**src/rtl/seg7_pkg.sv**
```systemverilog
// Shared definitions for the 7-segment scan controller: glyphs, anode codes,
// FSM states and the digit-to-glyph decode.
package seg7_pkg;

   typedef enum logic [1:0] {
      S_IDLE   = 2'd0,
      S_CONV   = 2'd1,
      S_COMMIT = 2'd2
   } state_t;

   // Segment order is {g,f,e,d,c,b,a}, active-low.
   localparam logic [6:0] DIG0      = 7'b1000000;
   localparam logic [6:0] DIG1      = 7'b1111001;
   localparam logic [6:0] DIG2      = 7'b0100100;
   localparam logic [6:0] DIG3      = 7'b0110000;
   localparam logic [6:0] DIG4      = 7'b0011001;
   localparam logic [6:0] DIG5      = 7'b0010010;
   localparam logic [6:0] DIG6      = 7'b0000010;
   localparam logic [6:0] DIG7      = 7'b1111000;
   localparam logic [6:0] DIG8      = 7'b0000000;
   localparam logic [6:0] DIG9      = 7'b0010000;
   localparam logic [6:0] SEG_BLANK = 7'b1111111;

   localparam logic [3:0] AN0    = 4'b1110;
   localparam logic [3:0] AN1    = 4'b1101;
   localparam logic [3:0] AN2    = 4'b1011;
   localparam logic [3:0] AN3    = 4'b0111;
   localparam logic [3:0] AN_OFF = 4'b1111;

   function automatic logic [6:0] glyph(input logic [3:0] d);
      case (d)
         4'd0:    return DIG0;
         4'd1:    return DIG1;
         4'd2:    return DIG2;
         4'd3:    return DIG3;
         4'd4:    return DIG4;
         4'd5:    return DIG5;
         4'd6:    return DIG6;
         4'd7:    return DIG7;
         4'd8:    return DIG8;
         4'd9:    return DIG9;
         default: return SEG_BLANK;
      endcase
   endfunction

endpackage

```
**src/rtl/seg7_bin2bcd_seq.sv**
```systemverilog
// Serial double-dabble: 8-bit binary to 12-bit BCD, one shift step per clock.
// start loads the operand; done is high during the cycle of the eighth step.
module seg7_bin2bcd_seq (
   input  logic        clk,
   input  logic        rst_n,
   input  logic        start,
   input  logic [7:0]  bin,
   output logic        done,
   output logic [11:0] bcd
);

   logic [7:0]  bin_q;
   logic [11:0] bcd_q;
   logic [2:0]  step;
   logic        run;
   logic [11:0] adj;
   logic [19:0] shifted;

   function automatic logic [3:0] dd_adj(input logic [3:0] n);
      return (n >= 4'd5) ? n + 4'd3 : n;
   endfunction

   always_comb begin
      adj     = {dd_adj(bcd_q[11:8]), dd_adj(bcd_q[7:4]), dd_adj(bcd_q[3:0])};
      shifted = {adj, bin_q} << 1;
   end

   // NOTE: sequential state uses <= so every register samples pre-edge values.
   always_ff @(posedge clk or negedge rst_n) begin
      if (!rst_n) begin
         bin_q <= '0;
         bcd_q <= '0;
         step  <= '0;
         run   <= 1'b0;
      end else if (start) begin
         bin_q <= bin;
         bcd_q <= '0;
         step  <= '0;
         run   <= 1'b1;
      end else if (run) begin
         bcd_q <= shifted[19:8];
         bin_q <= shifted[7:0];
         step  <= step + 3'd1;
         if (step == 3'd7) run <= 1'b0;
      end
   end

   assign done = run && (step == 3'd7);
   assign bcd  = bcd_q;

endmodule

```
**src/rtl/seg7_scan_ctrl.sv**
```systemverilog
// 4-digit 7-segment controller: accepts a byte, converts it to BCD serially,
// commits all digits in one edge and time-multiplexes the anodes.
module seg7_scan_ctrl
   import seg7_pkg::*;
#(
   parameter int         REFRESH_DIV = 100000,
   parameter logic [6:0] SUFFIX_SEG  = 7'b1000110
) (
   input  logic       clk,
   input  logic       rst_n,
   input  logic       in_valid,
   input  logic [7:0] in_data,
   output logic       in_ready,
   input  logic       blank_lz,
   output logic       busy,
   output logic [3:0] an,
   output logic [6:0] seg
);

   localparam int              PW        = (REFRESH_DIV > 2) ? $clog2(REFRESH_DIV) : 1;
   localparam logic [PW-1:0]   PRESC_MAX = PW'(REFRESH_DIV - 1);

   state_t        state, next_state;
   logic          start, conv_done;
   logic [11:0]   bcd;
   logic [3:0]    hund, tens, ones;
   logic [PW-1:0] presc;
   logic [1:0]    idx;
   logic          wrap, upd;
   logic [3:0]    slot_an;
   logic [6:0]    slot_seg;

   assign start = in_valid && in_ready;

   seg7_bin2bcd_seq u_bcd (
      .clk   (clk),
      .rst_n (rst_n),
      .start (start),
      .bin   (in_data),
      .done  (conv_done),
      .bcd   (bcd)
   );

   always_ff @(posedge clk or negedge rst_n) begin
      if (!rst_n) state <= S_IDLE;
      else        state <= next_state;
   end

   // NOTE: every always_comb output gets a default first so no latch is inferred.
   always_comb begin
      next_state = state;
      case (state)
         S_IDLE:   if (start)     next_state = S_CONV;
         S_CONV:   if (conv_done) next_state = S_COMMIT;
         S_COMMIT:                next_state = S_IDLE;
         default:                 next_state = S_IDLE;
      endcase
   end

   always_comb begin
      in_ready = (state == S_IDLE);
      busy     = !in_ready;
   end

   // NOTE: display registers are few flops, not a memory, so they take the async reset.
   always_ff @(posedge clk or negedge rst_n) begin
      if (!rst_n) begin
         hund <= '0;
         tens <= '0;
         ones <= '0;
      end else if (state == S_COMMIT) begin
         hund <= bcd[11:8];
         tens <= bcd[7:4];
         ones <= bcd[3:0];
      end
   end

   assign wrap = (presc == PRESC_MAX);

   // upd marks the cycle after an index change, when the pins are reloaded.
   always_ff @(posedge clk or negedge rst_n) begin
      if (!rst_n) begin
         presc <= '0;
         idx   <= '0;
         upd   <= 1'b0;
      end else begin
         presc <= wrap ? '0 : presc + 1'b1;
         if (wrap) idx <= idx + 2'd1;
         upd <= wrap;
      end
   end

   always_comb begin
      slot_an  = AN_OFF;
      slot_seg = SEG_BLANK;
      case (idx)
         2'd0: begin
            slot_an  = AN0;
            slot_seg = SUFFIX_SEG;
         end
         2'd1: begin
            slot_an  = AN1;
            slot_seg = glyph(ones);
         end
         2'd2: if (!(blank_lz && hund == 4'd0 && tens == 4'd0)) begin
            slot_an  = AN2;
            slot_seg = glyph(tens);
         end
         default: if (!(blank_lz && hund == 4'd0)) begin
            slot_an  = AN3;
            slot_seg = glyph(hund);
         end
      endcase
   end

   always_ff @(posedge clk or negedge rst_n) begin
      if (!rst_n) begin
         an  <= AN_OFF;
         seg <= SEG_BLANK;
      end else if (upd) begin
         an  <= slot_an;
         seg <= slot_seg;
      end
   end

endmodule

```
**config.mk**
```make
export PLATFORM = sky130hd
export DESIGN_NAME = seg7_scan_ctrl
export DESIGN_NICKNAME = d
export VERILOG_FILES = /design/src/rtl/seg7_pkg.sv /design/src/rtl/seg7_bin2bcd_seq.sv /design/src/rtl/seg7_scan_ctrl.sv
export SDC_FILE = /design/constraint.sdc
export NUM_CORES = 1
export LEC_CHECK = 0
export CAP_MARGIN = 0
export CELL_PAD_IN_SITES_DETAIL_PLACEMENT = 0
export CELL_PAD_IN_SITES_GLOBAL_PLACEMENT = 1
export CORE_ASPECT_RATIO = 1.25
export CORE_MARGIN = 2
export CORE_UTILIZATION = 51
export CTS_CLUSTER_SIZE = 16
export DETAILED_ROUTE_END_ITERATION = 12
export PLACE_DENSITY = 0.84
export SYNTH_ARGS = -nofsm -noshare
export SYNTH_HDL_FRONTEND = slang
export SYNTH_SLANG_ARGS = --single-unit
```
**constraint.sdc**
```tcl
create_clock -name clk -period 3.9 [get_ports clk]
set_clock_uncertainty 0.15 [all_clocks]
set_input_delay 0.39 -clock clk [delete_from_list [all_inputs] [get_ports clk]]
set_output_delay 0.39 -clock clk [all_outputs]
set_load 0.005 [all_outputs]
```
---- After elaboration in Yosys (flattened, before gate mapping) ----
Memory sizes are Yosys's and may differ from the RTL's.
Cells that the tools add are included.
operators by class
  add/subtract/negate cells ............... 6
  order comparisons ....................... 3
  eq/ne operators ......................... 8
  mux-type cells .......................... 22
  reduce and logical (&&, ||, !) cells .... 11
operators by type and width
  operator                 number
  $mux W12                 2
  $pmux W7 S3              1
  $add A17 B1 Y17 const B  1
  $eq A17 B17 Y1 const B   1
  $mux W17                 1
  $mux W8                  2
  $mux W7                  2
  $ge A4 B3 Y1 const B     3
  $mux W3                  4
  $mux W4                  3
  $pmux W4 S3              1
  $add A4 B2 Y4 const B    2
  $logic_not A4 Y1         2
  $eq A2 B1 Y1 const B     2
  $eq A2 B2 Y1 const B     2
  $logic_and A1 B1 Y1      4
  $logic_not A2 Y1         2
  $mux W2                  2
  $pmux W2 S2              1
  $add A3 B1 Y3 const B    1
  $add A3 B2 Y3 const B    1
  $eq A3 B3 Y1 const B     1
  $mux W1                  3
  $add A2 B1 Y2 const B    1
  other kinds (5)          5
word-level totals
  bits in registers ....................... 69
  bits in read-only memories .............. 336
  input port bits ......................... 12
  output and inout bits ................... 13
  logic and storage cells ................. 66
  memories ................................ 3
memories
  memory           words  bits a word  rd ports  clocked after memory_dff  wr ports  line            text
  (no name shown)  16     7            1         0                         0         seg7_pkg.sv:31  case (d)
  (no name shown)  16     7            1         0                         0         seg7_pkg.sv:31
  (no name shown)  16     7            1         0                         0         seg7_pkg.sv:31

---- Logic depth before layout (Yosys ltp) ----
  word-level depth ........................ 5
  gate-level depth with buffers ........... 7
  mapped depth without buffers ............ 6

---- By module ----
A second synthesis with hierarchy kept.
second synthesis, totals
  cells, all modules ...................... 402
  area total of the unflattened synthesis .. 3980.1 um^2
by module, submodules not included
  module            instances  cells each  area each (um^2)  sequential area each (um^2)
  seg7_scan_ctrl    1          268         2670.1            1139.8
  seg7_bin2bcd_seq  1          134         1310.0            600.6

---- Worst setup path before layout ----
Ideal clock, no wire load.
  kind .................................... register to register
  start point ............................. reg presc[0]
  end point ............................... reg idx[1]
  setup time .............................. 0.125 ns
  arrival ................................. 1.469 ns
  required time ........................... 3.625 ns
  setup slack ............................. 2.155 ns
  stages on the path, launching flop included .. 6
  path buffers ............................ 1
  clock period less this slack ............ 1.745 ns
  path through ............................ dfrtp_1 ha_1 and4_1 and4_4 buf_8 mux2_4
on the way
  cells in the longest elaborated chain, start to end .. 1
ends and longest elaborated chain
  element                 line                  text
  from (decl)             seg7_scan_ctrl.sv:27  logic [PW-1:0] presc;
  from (signal assigned)  seg7_scan_ctrl.sv:87  presc <= wrap ? '0 : presc + 1'b1;
  $eq A17 B17 Y1          seg7_scan_ctrl.sv:78  assign wrap = (presc == PRESC_MAX);
  via wrap                seg7_scan_ctrl.sv:29  logic wrap, upd;
  to (signal assigned)    seg7_scan_ctrl.sv:88  if (wrap) idx <= idx + 2'd1;
  to (decl)               seg7_scan_ctrl.sv:28  logic [1:0] idx;
The timed path passes the listed nets, and every way through them passes these cells.
A chain may end at the register's enable or synchronous reset.

---- Worst setup path in the final report ----
  start point ............................. reg state[1]
  end point ............................... out in_ready
on the way
  cells in the longest elaborated chain, start to end .. 1
ends and longest elaborated chain
  element                 line                  text
  from (decl)             seg7_scan_ctrl.sv:23  state_t state, next_state;
  from (signal assigned)  seg7_scan_ctrl.sv:46  else state <= next_state;
  $logic_not A2 Y1        seg7_scan_ctrl.sv:61  in_ready = (state == S_IDLE);
  to (decl)               seg7_scan_ctrl.sv:13  output logic in_ready,
Every way passes these cells.

==> flow_results.xml <==
<?xml version="1.0" encoding="UTF-8"?>
<metrics>
  <group name="run_status">
    <metric name="result_of_the_run" unit="">complete, but fails checks</metric>
    <metric name="violations" unit="">negative hold slack</metric>
  </group>
  <group name="timing">
    <metric name="timing_max_transition_violations_final" unit="">0</metric>
    <metric name="setup_tns" unit="ns">0</metric>
    <metric name="setup_repair_after_global_routing_missed_its_margin" unit="">false</metric>
    <metric name="fmax" unit="MHz">495</metric>
    <metric name="finalSetupViolations" unit="">0</metric>
    <metric name="worst_pin_slew" unit="ns">0.803</metric>
    <metric name="fin_crit_sh" unit="%">51.8</metric>
    <metric name="final_layout_worst_hold_slack" unit="ns">-0.0223</metric>
    <metric name="fin_crit" unit="ns">2.02</metric>
    <metric name="max_slew_margin" unit="%">46.5</metric>
    <metric name="finalHoldViolCount" unit="">22</metric>
  </group>
  <group name="global_route">
    <metric name="total_global_route_track_usage" unit="%">18.5</metric>
    <metric name="grt_antenna_before_repair" unit="">0</metric>
    <metric name="grt_max_degree" unit="">37</metric>
    <metric name="global_route_wire_length_before_repair" unit="um">12900</metric>
    <metric name="number_of_global_route_vias_before_repair" unit="">2773</metric>
    <metric name="grt_overflow_total" unit="">0</metric>
  </group>
  <group name="worst_setup_path">
    <metric name="worstSetupPathType" unit="">reg2out</metric>
    <metric name="crit_chain" unit="">nor2_1 &gt; clkdlybuf4s50_1</metric>
    <metric name="cpPeakStageDelay" unit="ns">0.54</metric>
    <metric name="critical_path.startpoint_type" unit="">flip-flop</metric>
    <metric name="crit_required" unit="ns">3.36</metric>
    <metric name="critPathCaptureType" unit="">primary output</metric>
    <metric name="crit_slowest_cell" unit="">sky130_fd_sc_hd__clkdlybuf4s50_1</metric>
    <metric name="critPathBufInv" unit="">1</metric>
    <metric name="family_with_the_most_delay_on_the_worst_path" unit="">buffers and inverters</metric>
    <metric name="worstPathArrival" unit="ns">1.48</metric>
    <metric name="critical_path_peak_fanout" unit="">4</metric>
  </group>
  <group name="final_layout">
    <metric name="n_fill_cell" unit="">688</metric>
    <metric name="layout-drive-gt1-share" unit="%">12.4</metric>
    <metric name="design.final.nets" unit="">467</metric>
    <metric name="final_cell_count_no_fill" unit="">524</metric>
    <metric name="insertedDiodeCount" unit="">0</metric>
    <metric name="flow.area_growth_from_synthesis" unit="%">11.8</metric>
  </group>
  <group name="power_and_ir_drop">
    <metric name="seq_power_share" unit="%">40.6</metric>
    <metric name="p_clk_share" unit="%">22.1</metric>
    <metric name="total_switching_power" unit="mW">1.02</metric>
    <metric name="power_density" unit="nW/um^2">593</metric>
    <metric name="power.combinational.fraction" unit="%">37.3</metric>
    <metric name="power_switching_share" unit="%">38.2</metric>
    <metric name="power.internal" unit="mW">1.65</metric>
    <metric name="power_leakage" unit="nW">1.95</metric>
    <metric name="vdd.ir_drop.worst" unit="mV">0.332</metric>
  </group>
  <group name="synth">
    <metric name="mappedNetlistArea" unit="um^2">4020</metric>
    <metric name="synth.yosys.warnings" unit="">0</metric>
    <metric name="postSynth.topFlopCell" unit="">sky130_fd_sc_hd__dfrtp_1</metric>
    <metric name="post_synthesis_net_count" unit="">447</metric>
    <metric name="synth_largest_area_cell" unit="">sky130_fd_sc_hd__dfrtp_1</metric>
    <metric name="synthesis.instances" unit="">404</metric>
    <metric name="yosysSeqAreaShare" unit="%">43.3</metric>
    <metric name="synthesis.area_per_instance" unit="um^2">9.95</metric>
    <metric name="synthDistinctLibCells" unit="">56</metric>
    <metric name="async_flop_share" unit="%">100</metric>
    <metric name="synthDominantCellAreaShare" unit="%">36.1</metric>
    <metric name="synth_seq_cells" unit="">69</metric>
    <metric name="synth-edff-count" unit="">0</metric>
    <metric name="synth.area.top_cells" unit="">sky130_fd_sc_hd__dfrtp_1, sky130_fd_sc_hd__ha_1, sky130_fd_sc_hd__dfstp_2</metric>
  </group>
  <group name="clock_network">
    <metric name="cts_inserted_buffers" unit="">9</metric>
    <metric name="cts_htree_levels" unit="">3</metric>
    <metric name="clock-root-buffer" unit="">sky130_fd_sc_hd__clkbuf_8</metric>
    <metric name="clock-sinks" unit="">69</metric>
    <metric name="cts_clk_pin_slew_worst_paths" unit="ns">0.09</metric>
    <metric name="post_cts.repair.setup_buffers" unit="">0</metric>
    <metric name="cts_tree" unit="">done</metric>
    <metric name="cts.path.max_buffers" unit="">2</metric>
    <metric name="cts_hold_repair_buffers" unit="">0</metric>
    <metric name="cts.repair.resized" unit="">0</metric>
    <metric name="clk_latency_worst_skew_pair" unit="ns">0.35</metric>
  </group>
  <group name="hold_path">
    <metric name="worst_hold_path_type" unit="">in2async</metric>
  </group>
  <group name="floorplanning">
    <metric name="floorplan.die.height" unit="um">103</metric>
    <metric name="fp.coreArea" unit="um^2">7700</metric>
    <metric name="initial_utilization" unit="%">52.2</metric>
    <metric name="fp-row-count" unit="">36</metric>
    <metric name="ioPinCount" unit="">25</metric>
    <metric name="die-width" unit="um">83.4</metric>
    <metric name="floorplan.die_area" unit="um^2">8610</metric>
  </group>
  <group name="job">
    <metric name="cap_violations" unit="">0</metric>
  </group>
  <group name="detailed_routing">
    <metric name="drtAntennaViolNets" unit="">0</metric>
    <metric name="vias" unit="">2876</metric>
    <metric name="initialDrtViolationCount" unit="">120</metric>
    <metric name="postRouteWirelength" unit="um">7490</metric>
    <metric name="wire_per_inst" unit="um">14.3</metric>
    <metric name="drc" unit="">0</metric>
    <metric name="vias_per_cell" unit="">5.49</metric>
    <metric name="firstDrtPassIters" unit="">4</metric>
  </group>
  <group name="placement">
    <metric name="number_of_placed_instances_with_taps_included" unit="">508</metric>
    <metric name="dp_hpwl" unit="um">5370</metric>
    <metric name="placement.io_buffers" unit="">24</metric>
    <metric name="routabilityCongestion" unit="">0.847</metric>
  </group>
</metrics>
## area by class of cell
cell class / instances / area (um^2) / area share [%]
Tap cell: 95 / 119 / 2.64
Clock buffer: 9 / 124 / 2.76
Clock inverter: 7 / 75.1 / 1.67
Inverter: 22 / 82.6 / 1.84
Sequential cell: 69 / 1740 / 38.7
Timing Repair Buffer: 27 / 258 / 5.73
Multi-Input combinational cell: 295 / 2100 / 46.6
## power groups by stage
stage | Combinational (mW) | Sequential (mW) | Clock (mW)
5_1_grt | 1.13 | 1.12 | 0.642
2_1_floorplan | 0.833 | 1.01 | 0
4_1_cts | 1.00 | 1.08 | 0.608
3_5_place_dp | 0.990 | 1.10 | 0
3_3_place_gp | 0.968 | 1.09 | 0
6_report | 0.994 | 1.08 | 0.589
## final timing paths
path                       startpoint      endpoint  slack, ns  depth (start not counted)
max in group asynchronous       rst_n  u_bcd.bcd[1]       2.69                          2
max                          state[1]      in_ready       1.88                          2
min                             rst_n        idx[1]      -0.02                          1
min in group clk            presc[16]     presc[16]       0.33                          1
max reg2reg                   hund[1]        seg[4]       1.97                          6
min reg2reg                 presc[16]     presc[16]       0.33                          1
## Yosys cell counts (9+ instances only)
cell type and count:
sky130_fd_sc_hd__a21oi_1 15, sky130_fd_sc_hd__dfrtp_1 58, sky130_fd_sc_hd__dfstp_2 11, sky130_fd_sc_hd__ha_1 31
sky130_fd_sc_hd__inv_1 22, sky130_fd_sc_hd__mux2_2 9, sky130_fd_sc_hd__mux2i_1 12, sky130_fd_sc_hd__nand2_1 40
sky130_fd_sc_hd__nand2b_1 18, sky130_fd_sc_hd__nand3_1 11, sky130_fd_sc_hd__nor2_1 27, sky130_fd_sc_hd__nor2b_1 9
sky130_fd_sc_hd__o21ai_0 35, sky130_fd_sc_hd__xnor2_1 14
## through the flow
step	hold WS (ns)	cell area, um^2	setup WS [ns]	util, %	power (mW)
3_5_place_dp	0.320	4300	1.86	55.8	2.09
3_3_place_gp	0.311	4300	1.92	55.8	2.06
6_report	-0.0223	4500	1.88	58.4	2.67
2_1_floorplan	-0.0556	4020	2.16	-	1.84
5_1_grt	0.0353	4500	1.78	58.4	2.90
4_1_cts	0.00610	4500	1.84	58.4	2.69
## worst register-to-register path, delay by kind of cell, from the launching register on
| family | cells | cell delay [ns] |
|---|---|---|
| simple gates | 2 | 0.49 |
| fa+ha+maj | 1 | 0.27 |
| compound gates | 2 | 0.31 |
| buf+inv | 1 | 0.17 |
| flops | 1 | 0.47 |
## cell families (layout without fill, tap and decap cells)
logic type / count (synthesis) / after routing / synth area share [%]
buffers and inverters: 40 / 65 / 4.54
DFF: 69 / 69 / 43.3
adders and majority gates: 31 / 31 / 9.65
and+or+nand+nor: 134 / 134 / 18.1
AOI/OAI and AO/OA: 87 / 87 / 14.0
xor gates and xnor gates: 21 / 21 / 4.58
muxes: 22 / 22 / 5.88
## layer usage
layer | GRT usage [%] | share of wire (%) | vias up
li1 | - | - | 1448
met1 | 22.9 | 46 | 1337
met2 | 31.1 | 47 | 70
met3 | 4.05 | 3.8 | 21
met4 | 9.43 | 3.4 | 0
met5 | 0 | 0 | -
## flip-flops by register name, indices dropped and copies added (netlist names), 4 cells and up
name	cells
ones	4
an	4
u_bcd.bcd	12
u_bcd.bin_q	8
presc	17
tens	4
hund	4
seg	7
## layout by cell type, fill, tap and decap left out, drive strengths merged, types with 14 or more instances in the layout
master          n
a21oi          15
dfrtp          58
o21ai          35
nand2b         18
nand2          40
nor2           27
inv            23
xnor2          14
clkdlybuf4s50  23
ha             31
No activity file was read; power rests on OpenSTA's default activity.
